`src/rtl/arb4_32b_rr.sv`:
```
// Four-requester round-robin arbiter feeding a single-entry 32-bit output buffer.
// The winner is chosen combinationally from a rotating priority pointer; the
// winning message is muxed and registered so the response side is fully registered.
module arb4_32b_rr #(
    parameter int NBITS = 32
) (
    input  logic             clk,
    input  logic             rst_n,
    input  logic [3:0]       req_val,
    output logic [3:0]       req_rdy,
    input  logic [NBITS-1:0] req_msg0,
    input  logic [NBITS-1:0] req_msg1,
    input  logic [NBITS-1:0] req_msg2,
    input  logic [NBITS-1:0] req_msg3,
    output logic             resp_val,
    input  logic             resp_rdy,
    output logic [NBITS-1:0] resp_msg,
    output logic [1:0]       resp_id
);

    typedef enum logic {EMPTY = 1'b0, FULL = 1'b1} state_t;

    state_t           state_q;
    state_t           state_d;
    logic [1:0]       ptr_q;
    logic [3:0]       rot_val;
    logic [3:0]       rot_gnt;
    logic [3:0]       gnt;
    logic [1:0]       win_off;
    logic [1:0]       win;
    logic             space;
    logic             accept;
    logic [NBITS-1:0] msg_p0;

    // Rotate requests so that position 0 is the current highest-priority requester.
    always_comb begin
        rot_val = '0;
        for (int k = 0; k < 4; k++) begin
            rot_val[k] = req_val[ptr_q + 2'(k)];
        end
    end

    // Fixed priority in rotated space, built from gates so an X request stays X.
    assign rot_gnt[0] = rot_val[0];
    assign rot_gnt[1] = ~rot_val[0] & rot_val[1];
    assign rot_gnt[2] = ~rot_val[0] & ~rot_val[1] & rot_val[2];
    assign rot_gnt[3] = ~rot_val[0] & ~rot_val[1] & ~rot_val[2] & rot_val[3];

    assign win_off = {rot_gnt[2] | rot_gnt[3], rot_gnt[1] | rot_gnt[3]};
    assign win     = ptr_q + win_off;

    // Rotate the one-hot grant back into requester order.
    always_comb begin
        gnt = '0;
        for (int k = 0; k < 4; k++) begin
            gnt[ptr_q + 2'(k)] = rot_gnt[k];
        end
    end

    // The buffer can take a message when empty or when it is draining this cycle.
    assign space    = (state_q == EMPTY) | resp_rdy;
    assign req_rdy  = gnt & {4{space & rst_n}};
    assign accept   = |req_rdy;
    assign resp_val = (state_q == FULL);

    // 4:1 message mux steered only by the winner, so other requesters' data never leaks.
    always_comb begin
        case (win)
            2'd0:    msg_p0 = req_msg0;
            2'd1:    msg_p0 = req_msg1;
            2'd2:    msg_p0 = req_msg2;
            2'd3:    msg_p0 = req_msg3;
            default: msg_p0 = '0;
        endcase
    end

    // Buffer next-state: fill on accept, empty on a drain with no refill.
    always_comb begin
        state_d = state_q;
        case (state_q)
            EMPTY:   if (accept) state_d = FULL;
            FULL:    if (resp_rdy && !accept) state_d = EMPTY;
            default: state_d = EMPTY;
        endcase
    end

    // Buffer state and round-robin pointer; the pointer moves only on an accept.
    always_ff @(posedge clk or negedge rst_n) begin
        if (!rst_n) begin
            state_q <= EMPTY;
            ptr_q   <= 2'd0;
        end else begin
            state_q <= state_d;
            if (accept) ptr_q <= win + 2'd1;
        end
    end

    // ---- stage p0 -> p1: capture the winning message and its source id ----
    always_ff @(posedge clk or negedge rst_n) begin
        if (!rst_n) begin
            resp_msg <= '0;
            resp_id  <= 2'd0;
        end else if (accept) begin
            resp_msg <= msg_p0;
            resp_id  <= win;
        end
    end

endmodule

```
`config.mk`:
```
export PLATFORM = sky130hd
export DESIGN_NAME = arb4_32b_rr
export DESIGN_NICKNAME = d
export VERILOG_FILES = /design/src/rtl/arb4_32b_rr.sv
export SDC_FILE = /design/constraint.sdc
export NUM_CORES = 1
export LEC_CHECK = 0
export BUFFER_PORTS_ARGS = -buffer_cell sky130_fd_sc_hd__buf_2
export CORE_MARGIN = 5
export CORE_UTILIZATION = 35
export DETAILED_ROUTE_END_ITERATION = 16
export PLACE_DENSITY = 0.7
export SYNTH_ARGS = -nofsm -noshare
export SYNTH_HDL_FRONTEND = slang
export SYNTH_SLANG_ARGS = --single-unit
export TNS_END_PERCENT = 10
```
`constraint.sdc`:
```
create_clock -name clk -period 3.77 [get_ports clk]
set_clock_uncertainty 0.1 [all_clocks]
set_input_delay 0.5655 -clock clk [delete_from_list [all_inputs] [get_ports clk]]
set_output_delay 0.5655 -clock clk [all_outputs]
set_load 0.05 [all_outputs]
```
-- After elaboration in Yosys (flattened, before gate mapping)
Cells that the tools add are included.
- logic and storage cells: 66
- bits in registers: 37
- input port bits: 135
- reduce and logical (&&, ||, !) cells: 8
- mux-type cells: 23
- equality and inequality tests: 3
- bitwise logic cells: 15
- magnitude comparators: 8
- add/sub/neg operators: 5
- operator list (operator ; count):
    case mux 32 bit (4 select lines) ; 1
    bitwise mux 4 bit ; 3
    < comparator 2 x 3 -> 1 bit, second input constant ; 4
    two-way mux 1 bit ; 10
    AND 4 bit ; 2
    binary-select mux 1 bit (select 2 bit) ; 4
    demux 1 bit (select 2 bit) ; 4
    >= comparator 2 x 1 -> 1 bit, second input constant ; 4
    AND 1 bit ; 6
    logical AND 1 bit ; 5
    adder 2 x 1 -> 2 bit, second input constant ; 2
    adder 2 bit, second input constant ; 2
    == test 2 bit, second input constant ; 2
    inverter 1 bit ; 4
    OR reduction 4 bit ; 1
    OR 1 bit ; 3
    adder 2 bit ; 1
    == test 2 x 1 -> 1 bit, second input constant ; 1
    zero test 2 bit ; 1
    case mux 1 bit (2 select lines) ; 1
    zero test 1 bit ; 1

-- Logic depth before layout (Yosys ltp)
Gate-level depths: netlist (run 1).
- depth in word-level cells: 14
- gate-level depth with buffers: 16
- mapped depth without buffers: 14

-- Worst setup path after synthesis (run 1)
No wires, ideal clock.
- path type: register -> register
- from: register ptr_q[0]
- to: register resp_msg[13]
- cell stages (with the launch flop): 16
- period minus slack after synthesis: 4.120 ns
- slack: -0.350 ns
- data arrival time: 3.894 ns
- library setup time: 0.125 ns
- cell sequence: dfrtp_1 -> buf_6 -> inv_1 -> ha_1 -> mux4_1 -> nor2_1 -> nor2_1 -> ha_1 -> xor2_1 -> xnor2_1 -> inv_1 -> ha_1 -> clkbuf_1 -> dlygate4sd3_1 -> mux2i_1 -> mux2_4
- cells in the longest elaborated chain, start to end: 11
- elaborated cells between the ends (all ways): 53
- classes of those cells: add/sub: 4; order compare: 8; eq/ne: 3; mux: 20; bitwise: 12; reduce/logical: 6
- ends and longest elaborated chain (what ; RTL line ; source):
    start, declared ; 25 ; logic [1:0] ptr_q;
    start signal, assigned ; 94 ; if (accept) ptr_q <= win + 2'd1;
    adder 2 x 1 -> 2 bit ; 39 ; rot_val[k] = req_val[ptr_q + 2'(k)];
    binary-select mux 1 bit (select 2 bit) ; 39 ;
    two-way mux 1 bit (implied by the code) ; 39 ;
    inverter 1 bit ; 46, 47 ;
    AND 1 bit ; 46, 47 ;
    AND 1 bit (2 in series) ; 47 ; assign rot_gnt[3] = ~rot_val[0] & ~rot_val[1] & ~rot_val[2] & rot_val[3];
    OR 1 bit ; 49 ; assign win_off = {rot_gnt[2] | rot_gnt[3], rot_gnt[1] | rot_gnt[3]};
    adder 2 bit * ; 50 ; assign win = ptr_q + win_off;
    via win[1] ; 30 ; logic [1:0] win;
    == test 2 bit (tied with other cells) ; 68 ; case (win)
    case mux 32 bit (4 select lines) * ; 68 ;
    end signal, assigned ; 104 ; resp_msg <= msg_p0;
    end, declared ; 17 ; output logic [NBITS-1:0] resp_msg,
Mark *: on every way through the listed nets, which the timed path passes. The rest lies on a longest branch. The select of a mux whose other input is x is not followed.
A chain may end at the register's enable or synchronous reset.

-- Worst setup path in the final report (run 1)
Same ends and word-level chain as after synthesis.

==> impl_metrics.toml, run 1 <==
[cells_and_area]
proportion_of_layout_cells_with_a_drive_suffix_above_1_pct = 55.66
num_antenna_cells = 0
layout.cells.most_common = "sky130_fd_sc_hd__buf_2"
area_growth_syn_to_layout_pct = 39.48
fillers = 778
highest_count_cells_in_the_layout_ignoring_fill_and_taps = "sky130_fd_sc_hd__buf_2, sky130_fd_sc_hd__dfrtp_1, sky130_fd_sc_hd__mux2i_1"
fin_area_mm2 = 0.003996
fin_nets = 577
post_layout_instance_count_excluding_filler_cells = 538

[floorplanning]
rows = 33
die_area_mm2 = 0.01010
initial_utilization_pct = 35.41
die_h_um = 100.5
floorplan.core_area_mm2 = 0.008093
die_x_um = 100.5
floorplan.io_pins = 174

[cts]
cts_hold_repair.buffers = 0
num_cts_buffers = 5
clockBufferDepth = 2
clock_latency_ns = 0.28
cts_root_buffer = "sky130_fd_sc_hd__clkbuf_8"
cts.reportedPaths.clkPinSlew_ns = 0.07
tritoncts = "yes"
ctsHtreeMaxLevel = 2
cts_num_sinks = 37

[yosys]
arithmetic_cell_share_of_the_synthesized_area_counting_full_adders_half_adders_and_majority_gates_pct = 4.367
synth.distinct_cells = 30
synth_sequential_area_ratio_pct = 32.31
area_fraction_in_compound_gates_after_synthesis_pct = 15.37
yosys_most_used_dff = "sky130_fd_sc_hd__dfrtp_1"
synthesis.instances = 255
main_combinational_cell_family_by_area_after_synthesis = "multiplexers"
yosys.area_share.simple_pct = 5.983
post_synth_xor_area_fraction_pct = 0.6114
number_of_flops_mapped_to_enable_cells_by_yosys = 0
synth_seq_cells = 37
synth.yosys.warnings = 0
syn_area_per_cell_um2 = 11.24
synth_nets = 400
async_flop_share_pct = 100.0
yosys-mux-area-fraction_pct = 32.53
syn-cell-area_mm2 = 0.002865

[worst_setup_path]
critPathArrivalTime_ns = 3.61
path_type_of_the_worst_setup_path = "reg2reg"
setup.worst_path.start_class = "flip-flop"
critical_path_peak_fanout = 10
worst_setup_path_end_kind = "flip-flop"
worst_ep_required_time_ns = 3.84

[timing]
max_slew_margin_pct = 60.32
worst_slew_pin_slew_ns = 0.5952
setup_repair_after_global_routing_missed_its_margin = "no"
setup_viol = 0
finalSetupTns_ns = 0
finalWorstSetupSlack_ns = 0.2329
max_freq_ghz = 0.2827
report.final.slew_viol_count = 0
final-hold-violation-count = 0
share_of_the_cycle_needed_by_the_critical_path_after_routing_pct = 93.82
timing.final.crit_period_ns = 3.537

[min_path]
min-delay-path-class = "in2async"

[grt]
globalRouteOverflowTotal = 0
globalRouteTotalUtil_pct = 16.91
maximum_number_of_pins_on_one_net_before_global_route_repair = 38
grt_first_pass_wirelength_um = 13820
grt_antenna_before_repair = 0
number_of_global_route_vias_before_repair = 2924

[place]
io_buffer_count = 173
dp_worst_setup_slack_ns = -0.05827
dp_cells = 529
hpwl_after_dpl_um = 6654
gp_weighted_congestion = 0.8044
post_detailed_placement_cell_area_mm2 = 0.003865

[route]
drt_iter0_markers = 166
drt_pre_antenna_iters = 6
routed_wire_length_per_instance_um = 16.40
detail_route.vias_per_cell = 5.186
ant_nets = 0
wirelength_um = 8823
route.vias.total = 2790
drc = 0

[outcome]
status = "complete, no violations"

[run]
drv_cap = 0
==> flip-flops by register name, indices dropped and copies added, names as in the netlist <==
name and count:
resp_val 1, ptr_q 2, resp_msg 32, resp_id 2
==> worst paths after layout <==
path	start	endpoint	slack, ns	cells after the start
setup / recovery	ptr_q[0]$_DFFE_PN0P_	resp_msg[13]$_DFFE_PN0P_	0.23	14
hold / removal	rst_n	ptr_q[0]$_DFFE_PN0P_	0.11	1
setup reg to reg	ptr_q[0]$_DFFE_PN0P_	resp_msg[13]$_DFFE_PN0P_	0.23	14
hold reg to reg	resp_msg[20]$_DFFE_PN0P_	resp_msg[20]$_DFFE_PN0P_	0.40	1
max in group asynchronous	rst_n	resp_msg[21]$_DFFE_PN0P_	2.77	2
min in group clk	resp_msg[20]$_DFFE_PN0P_	resp_msg[20]$_DFFE_PN0P_	0.40	1
==> metal layers <==
layer	part of all wire, %	global-route usage [%]	routed length (µm)	vias to the layer above
li1	-	-	-	1318
met1	40	20.60	3537	1330
met2	50	29.71	4430	133
met3	8.9	4.429	785	9
met4	0.79	4.145	70	0
met5	0	0	0	-
==> repair_timing <==
| item | CTS | global route |
|---|---|---|
| endpoints found under the hold margin | 0 | 0 |
| resized for setup | 2 | 8 |
| buffers inserted | 0 | 1 |
| pin swaps | 0 | 4 |
| setup endpoints to repair | 32 | 32 |
==> worst max-delay path, cell delays in order, from the launching register on <==
cell	delay, ns
sky130_fd_sc_hd__dfrtp_1	0.37
sky130_fd_sc_hd__buf_4	0.17
sky130_fd_sc_hd__mux4_1	0.57
sky130_fd_sc_hd__nor2b_1	0.16
sky130_fd_sc_hd__nor2_1	0.10
sky130_fd_sc_hd__nor2_1	0.05
sky130_fd_sc_hd__ha_1	0.21
sky130_fd_sc_hd__xor2_2	0.16
sky130_fd_sc_hd__xnor2_2	0.17
sky130_fd_sc_hd__buf_4	0.15
sky130_fd_sc_hd__ha_1	0.22
sky130_fd_sc_hd__buf_4	0.18
sky130_fd_sc_hd__a222oi_1	0.39
sky130_fd_sc_hd__mux2i_1	0.15
sky130_fd_sc_hd__mux2_4	0.28
==> cell families (layout without fill, tap and decap cells) <==
family / after synthesis / in the layout
compound gates: 49 / 49
fa+ha+maj: 10 / 10
xor+xnor: 2 / 2
mux: 73 / 73
buf+inv: 54 / 232
flops: 37 / 37
simple gates: 30 / 30
==> stage by stage <==
step	util [%]	hold slack [ns]
global placement	47.76	0.3889
global route	49.38	0.1121
detailed placement	47.76	0.3866
finish	49.38	0.1099
CTS	49.00	0.1072
floorplan	-	0.1699
==> synthesized netlist by cell type (3+ instances only) <==
| cell | instances | area, µm² |
|---|---|---|
| sky130_fd_sc_hd__dfrtp_1 | 37 | 925.9 |
| sky130_fd_sc_hd__inv_1 | 36 | 135.1 |
| sky130_fd_sc_hd__mux2i_1 | 35 | 350.3 |
| sky130_fd_sc_hd__a222oi_1 | 32 | 320.3 |
| sky130_fd_sc_hd__mux2_4 | 27 | 405.4 |
| sky130_fd_sc_hd__clkbuf_1 | 10 | 37.54 |
| sky130_fd_sc_hd__ha_1 | 10 | 125.1 |
| sky130_fd_sc_hd__nor2_1 | 8 | 30.03 |
| sky130_fd_sc_hd__mux2_2 | 7 | 78.83 |
| sky130_fd_sc_hd__nand3b_1 | 7 | 52.55 |
| sky130_fd_sc_hd__a21oi_1 | 4 | 20.02 |
| sky130_fd_sc_hd__buf_6 | 4 | 45.04 |
| sky130_fd_sc_hd__nand2_1 | 4 | 15.01 |
| sky130_fd_sc_hd__nor2b_1 | 4 | 25.02 |
| sky130_fd_sc_hd__o21bai_1 | 4 | 30.03 |
| sky130_fd_sc_hd__a22oi_1 | 3 | 22.52 |
| sky130_fd_sc_hd__dlygate4sd3_1 | 3 | 30.03 |
| sky130_fd_sc_hd__nand3_1 | 3 | 15.01 |
==> layout make-up <==
cell class / count / area, µm² / share of cell area, %
clock buffer: 6 / 72.57 / 1.816
tap: 105 / 131.4 / 3.287
multi-input combinational: 164 / 1723 / 43.11
timing repair buffer: 188 / 998.5 / 24.98
sequential: 37 / 925.9 / 23.17
inverter: 36 / 135.1 / 3.381
clock inverter: 2 / 10.01 / 0.2505
Power of run 1 is left out: the tool's default activity adds up to more than one toggle a clock period on the data nets, which glitch-free logic cannot reach.
==> inputs of run 2 (changes only) <==
Settings changed: ABC_AREA set to 1, PLACE_DENSITY 0.7 to 0.69, TNS_END_PERCENT 10 to unset.
==> impl_metrics.toml, run 2 <==
[yosys]
yosys_most_used_dff = "sky130_fd_sc_hd__dfrtp_1"
yosys-top-cells-count = "sky130_fd_sc_hd__nand2_1, sky130_fd_sc_hd__inv_1, sky130_fd_sc_hd__dfrtp_1"
area_fraction_in_compound_gates_after_synthesis_pct = 16.39
arithmetic_cell_share_of_the_synthesized_area_counting_full_adders_half_adders_and_majority_gates_pct = 4.160
yosys.area_share.simple_pct = 36.15
ys_top_cells_by_area = "sky130_fd_sc_hd__dfrtp_1, sky130_fd_sc_hd__nand2_1, sky130_fd_sc_hd__a32oi_1, sky130_fd_sc_hd__inv_1, sky130_fd_sc_hd__a21oi_1"
synth_nets = 603
async_flop_share_pct = 100.0
post-synth-top-area-fraction_pct = 30.78
post_synth_xor_area_fraction_pct = 0.5824
yosys-mux-area-fraction_pct = 0
number_of_flops_mapped_to_enable_cells_by_yosys = 0
synthesis.instances = 458
synth.yosys.warnings = 0
syn_area_per_cell_um2 = 6.567
synth_seq_cells = 37
netlist.top_cell.by_area = "sky130_fd_sc_hd__dfrtp_1"
syn-cell-area_mm2 = 0.003008
yosysMostFrequentCell = "sky130_fd_sc_hd__nand2_1"
synth.distinct_cells = 24
main_combinational_cell_family_by_area_after_synthesis = "simple AND/OR/NAND/NOR gates"
synth_sequential_area_ratio_pct = 30.78

[cts]
ctsHtreeMaxLevel = 2
clockBufferDepth = 2
clock_latency_ns = 0.28
postCtsSetupRepairBufs = 0
num_cts_buffers = 5
cts_resized = 0
cts_num_sinks = 37
cts.reportedPaths.clkPinSlew_ns = 0.07
tritoncts = "yes"
cts_root_buffer = "sky130_fd_sc_hd__clkbuf_8"
cts_hold_repair.buffers = 0

[worst_setup_path]
critical-path-slowest-cell = "sky130_fd_sc_hd__dfrtp_1"
rr_endpoint = "resp_msg[25]$_DFFE_PN0P_"
critPathArrivalTime_ns = 3.52
worst_setup_path_end_kind = "flip-flop"
critical_path_cell_count = 17
worst_path_largest_cell_delay_ns = 0.57
worstPathCellList = "inv_4 > ha_1 > inv_1 > nand3_1 > nand2_2 > nand4_4 > nand2_1 > ha_1 > xnor2_1 > xor2_1 > inv_1 > ha_1 > buf_4 > a21oi_1 > a32oi_1 > nand2_1 > nand2_1"
path_type_of_the_worst_setup_path = "reg2reg"
number_of_cells_on_the_worst_reg_to_reg_path = 17
timing.critical_path.buf_inv = 4
worst_reg2reg_setup_slack_ns = 0.33
worstReg2RegStart = "ptr_q[0]$_DFFE_PN0P_"
critical_path_peak_fanout = 17
setup.worst_path.start_class = "flip-flop"
worst_ep_required_time_ns = 3.85
cpLargestDelayFamily = "adder cells"

[cells_and_area]
proportion_of_layout_cells_with_a_drive_suffix_above_1_pct = 33.76
post_layout_instance_count_excluding_filler_cells = 728
fin_nets = 767
largest_register_ffs = 32
post-route-util_pct = 48.47
layout.cells.most_common = "sky130_fd_sc_hd__nand2_1"
area_growth_syn_to_layout_pct = 33.74
fillers = 847
top_registers = "resp_msg (32), ptr_q (2), resp_id (2)"
max_flop_register = "resp_msg"
highest_count_cells_in_the_layout_ignoring_fill_and_taps = "sky130_fd_sc_hd__nand2_1, sky130_fd_sc_hd__buf_2, sky130_fd_sc_hd__inv_1"

[grt]
grt_first_pass_wirelength_um = 16870
grt_antenna_before_repair = 1
maximum_number_of_pins_on_one_net_before_global_route_repair = 46
globalRouteOverflowTotal = 0
globalRouteTotalUtil_pct = 20.05
number_of_global_route_vias_before_repair = 3694

[floorplanning]
die_area_mm2 = 0.01055
floorplan.io_pins = 174
rows = 33
die_x_um = 102.7
die_h_um = 102.7
floorplan.core_area_mm2 = 0.008299
initial_utilization_pct = 36.24

[outcome]
status = "complete, no violations"

[timing]
setup_repair_after_global_routing_missed_its_margin = "no"
setup_viol = 0
worst_slew_pin_slew_ns = 0.5220
max_freq_ghz = 0.2909
final-hold-violation-count = 0
finalSetupTns_ns = 0
share_of_the_cycle_needed_by_the_critical_path_after_routing_pct = 91.20
max_slew_margin_pct = 65.20
report.final.slew_viol_count = 0
timing.final.crit_period_ns = 3.438

[route]
ant_nets = 0
drt_pre_antenna_iters = 5
routed_wire_length_per_instance_um = 14.29
drc = 0
detail_route.vias_per_cell = 4.988
drt_iter0_markers = 120
route.vias.total = 3631
wirelength_um = 10400

[place]
dp_cells = 720
gp_weighted_congestion = 0.8353
hpwl_after_dpl_um = 8060
io_buffer_count = 173

[min_path]
min-delay-path-class = "in2async"

[run]
drv_cap = 0
==> run 2: changes by cell type after synthesis, moves of 27 or more <==
| cell | previous run | this run |
|---|---|---|
| sky130_fd_sc_hd__nand2_1 | 4 | 214 |
| sky130_fd_sc_hd__mux2i_1 | 35 | 0 |
| sky130_fd_sc_hd__a21oi_1 | 4 | 36 |
| sky130_fd_sc_hd__a222oi_1 | 32 | 0 |
| sky130_fd_sc_hd__a32oi_1 | 0 | 32 |
| sky130_fd_sc_hd__mux2_4 | 27 | 0 |
==> run 2: cell families (layout without fill, tap and decap cells) <==
kind of cell             Yosys count  count (layout)
AO/OA/AOI/OAI                     73              73
XOR/XNOR                           2               2
adder cells (fa/ha/maj)           10              10
buffers and inverters             79             243
flip-flops                        37              37
other                              0               1
AND/OR/NAND/NOR                  257             257
==> run 2: layout make-up <==
type,instances,area (µm²),share of cell area (%)
antenna,1,2.502,0.06221
clock buffer,6,82.58,2.053
clock inverter,1,7.507,0.1866
inverter,55,209.0,5.194
multi-input combinational,342,1725,42.89
sequential,37,925.9,23.02
tap,105,131.4,3.266
timing repair buffer,181,938.4,23.33
==> run 2: how the worst max path moves through the flow <==
stage | end | slack (ns) | startpoint
floorplan | resp_msg[24]$_DFFE_PN0P_ | 0.62 | ptr_q[0]$_DFFE_PN0P_
global placement | resp_msg[25]$_DFFE_PN0P_ | 0.48 | ptr_q[0]$_DFFE_PN0P_
detailed placement | resp_msg[21]$_DFFE_PN0P_ | 0.39 | ptr_q[0]$_DFFE_PN0P_
CTS | resp_msg[21]$_DFFE_PN0P_ | 0.35 | ptr_q[0]$_DFFE_PN0P_
global route | resp_msg[13]$_DFFE_PN0P_ | 0.03 | ptr_q[0]$_DFFE_PN0P_
finish | resp_msg[25]$_DFFE_PN0P_ | 0.33 | ptr_q[0]$_DFFE_PN0P_
==> run 2: per-layer routing <==
metal	wire length [µm]	track usage, %	vias up
met1	4123	23.78	1660
met2	5316	35.85	165
met3	771	4.465	10
met4	190	6.357	0
li1	-	-	1796
met5	0	0	-
==> run 2: through the flow <==
stage | hold WS [ns] | area [µm²] | setup WS (ns)
6_report | 0.2348 | 4023 | 0.3318
5_1_grt | 0.2773 | 4023 | 0.02775
4_1_cts | 0.2480 | 4020 | 0.3520
3_5_place_dp | 0.3597 | 3930 | 0.3949
3_3_place_gp | 0.3594 | 3930 | 0.4829
2_1_floorplan | 0.1699 | 3008 | 0.6194
Power of run 2 is left out for the same reason.
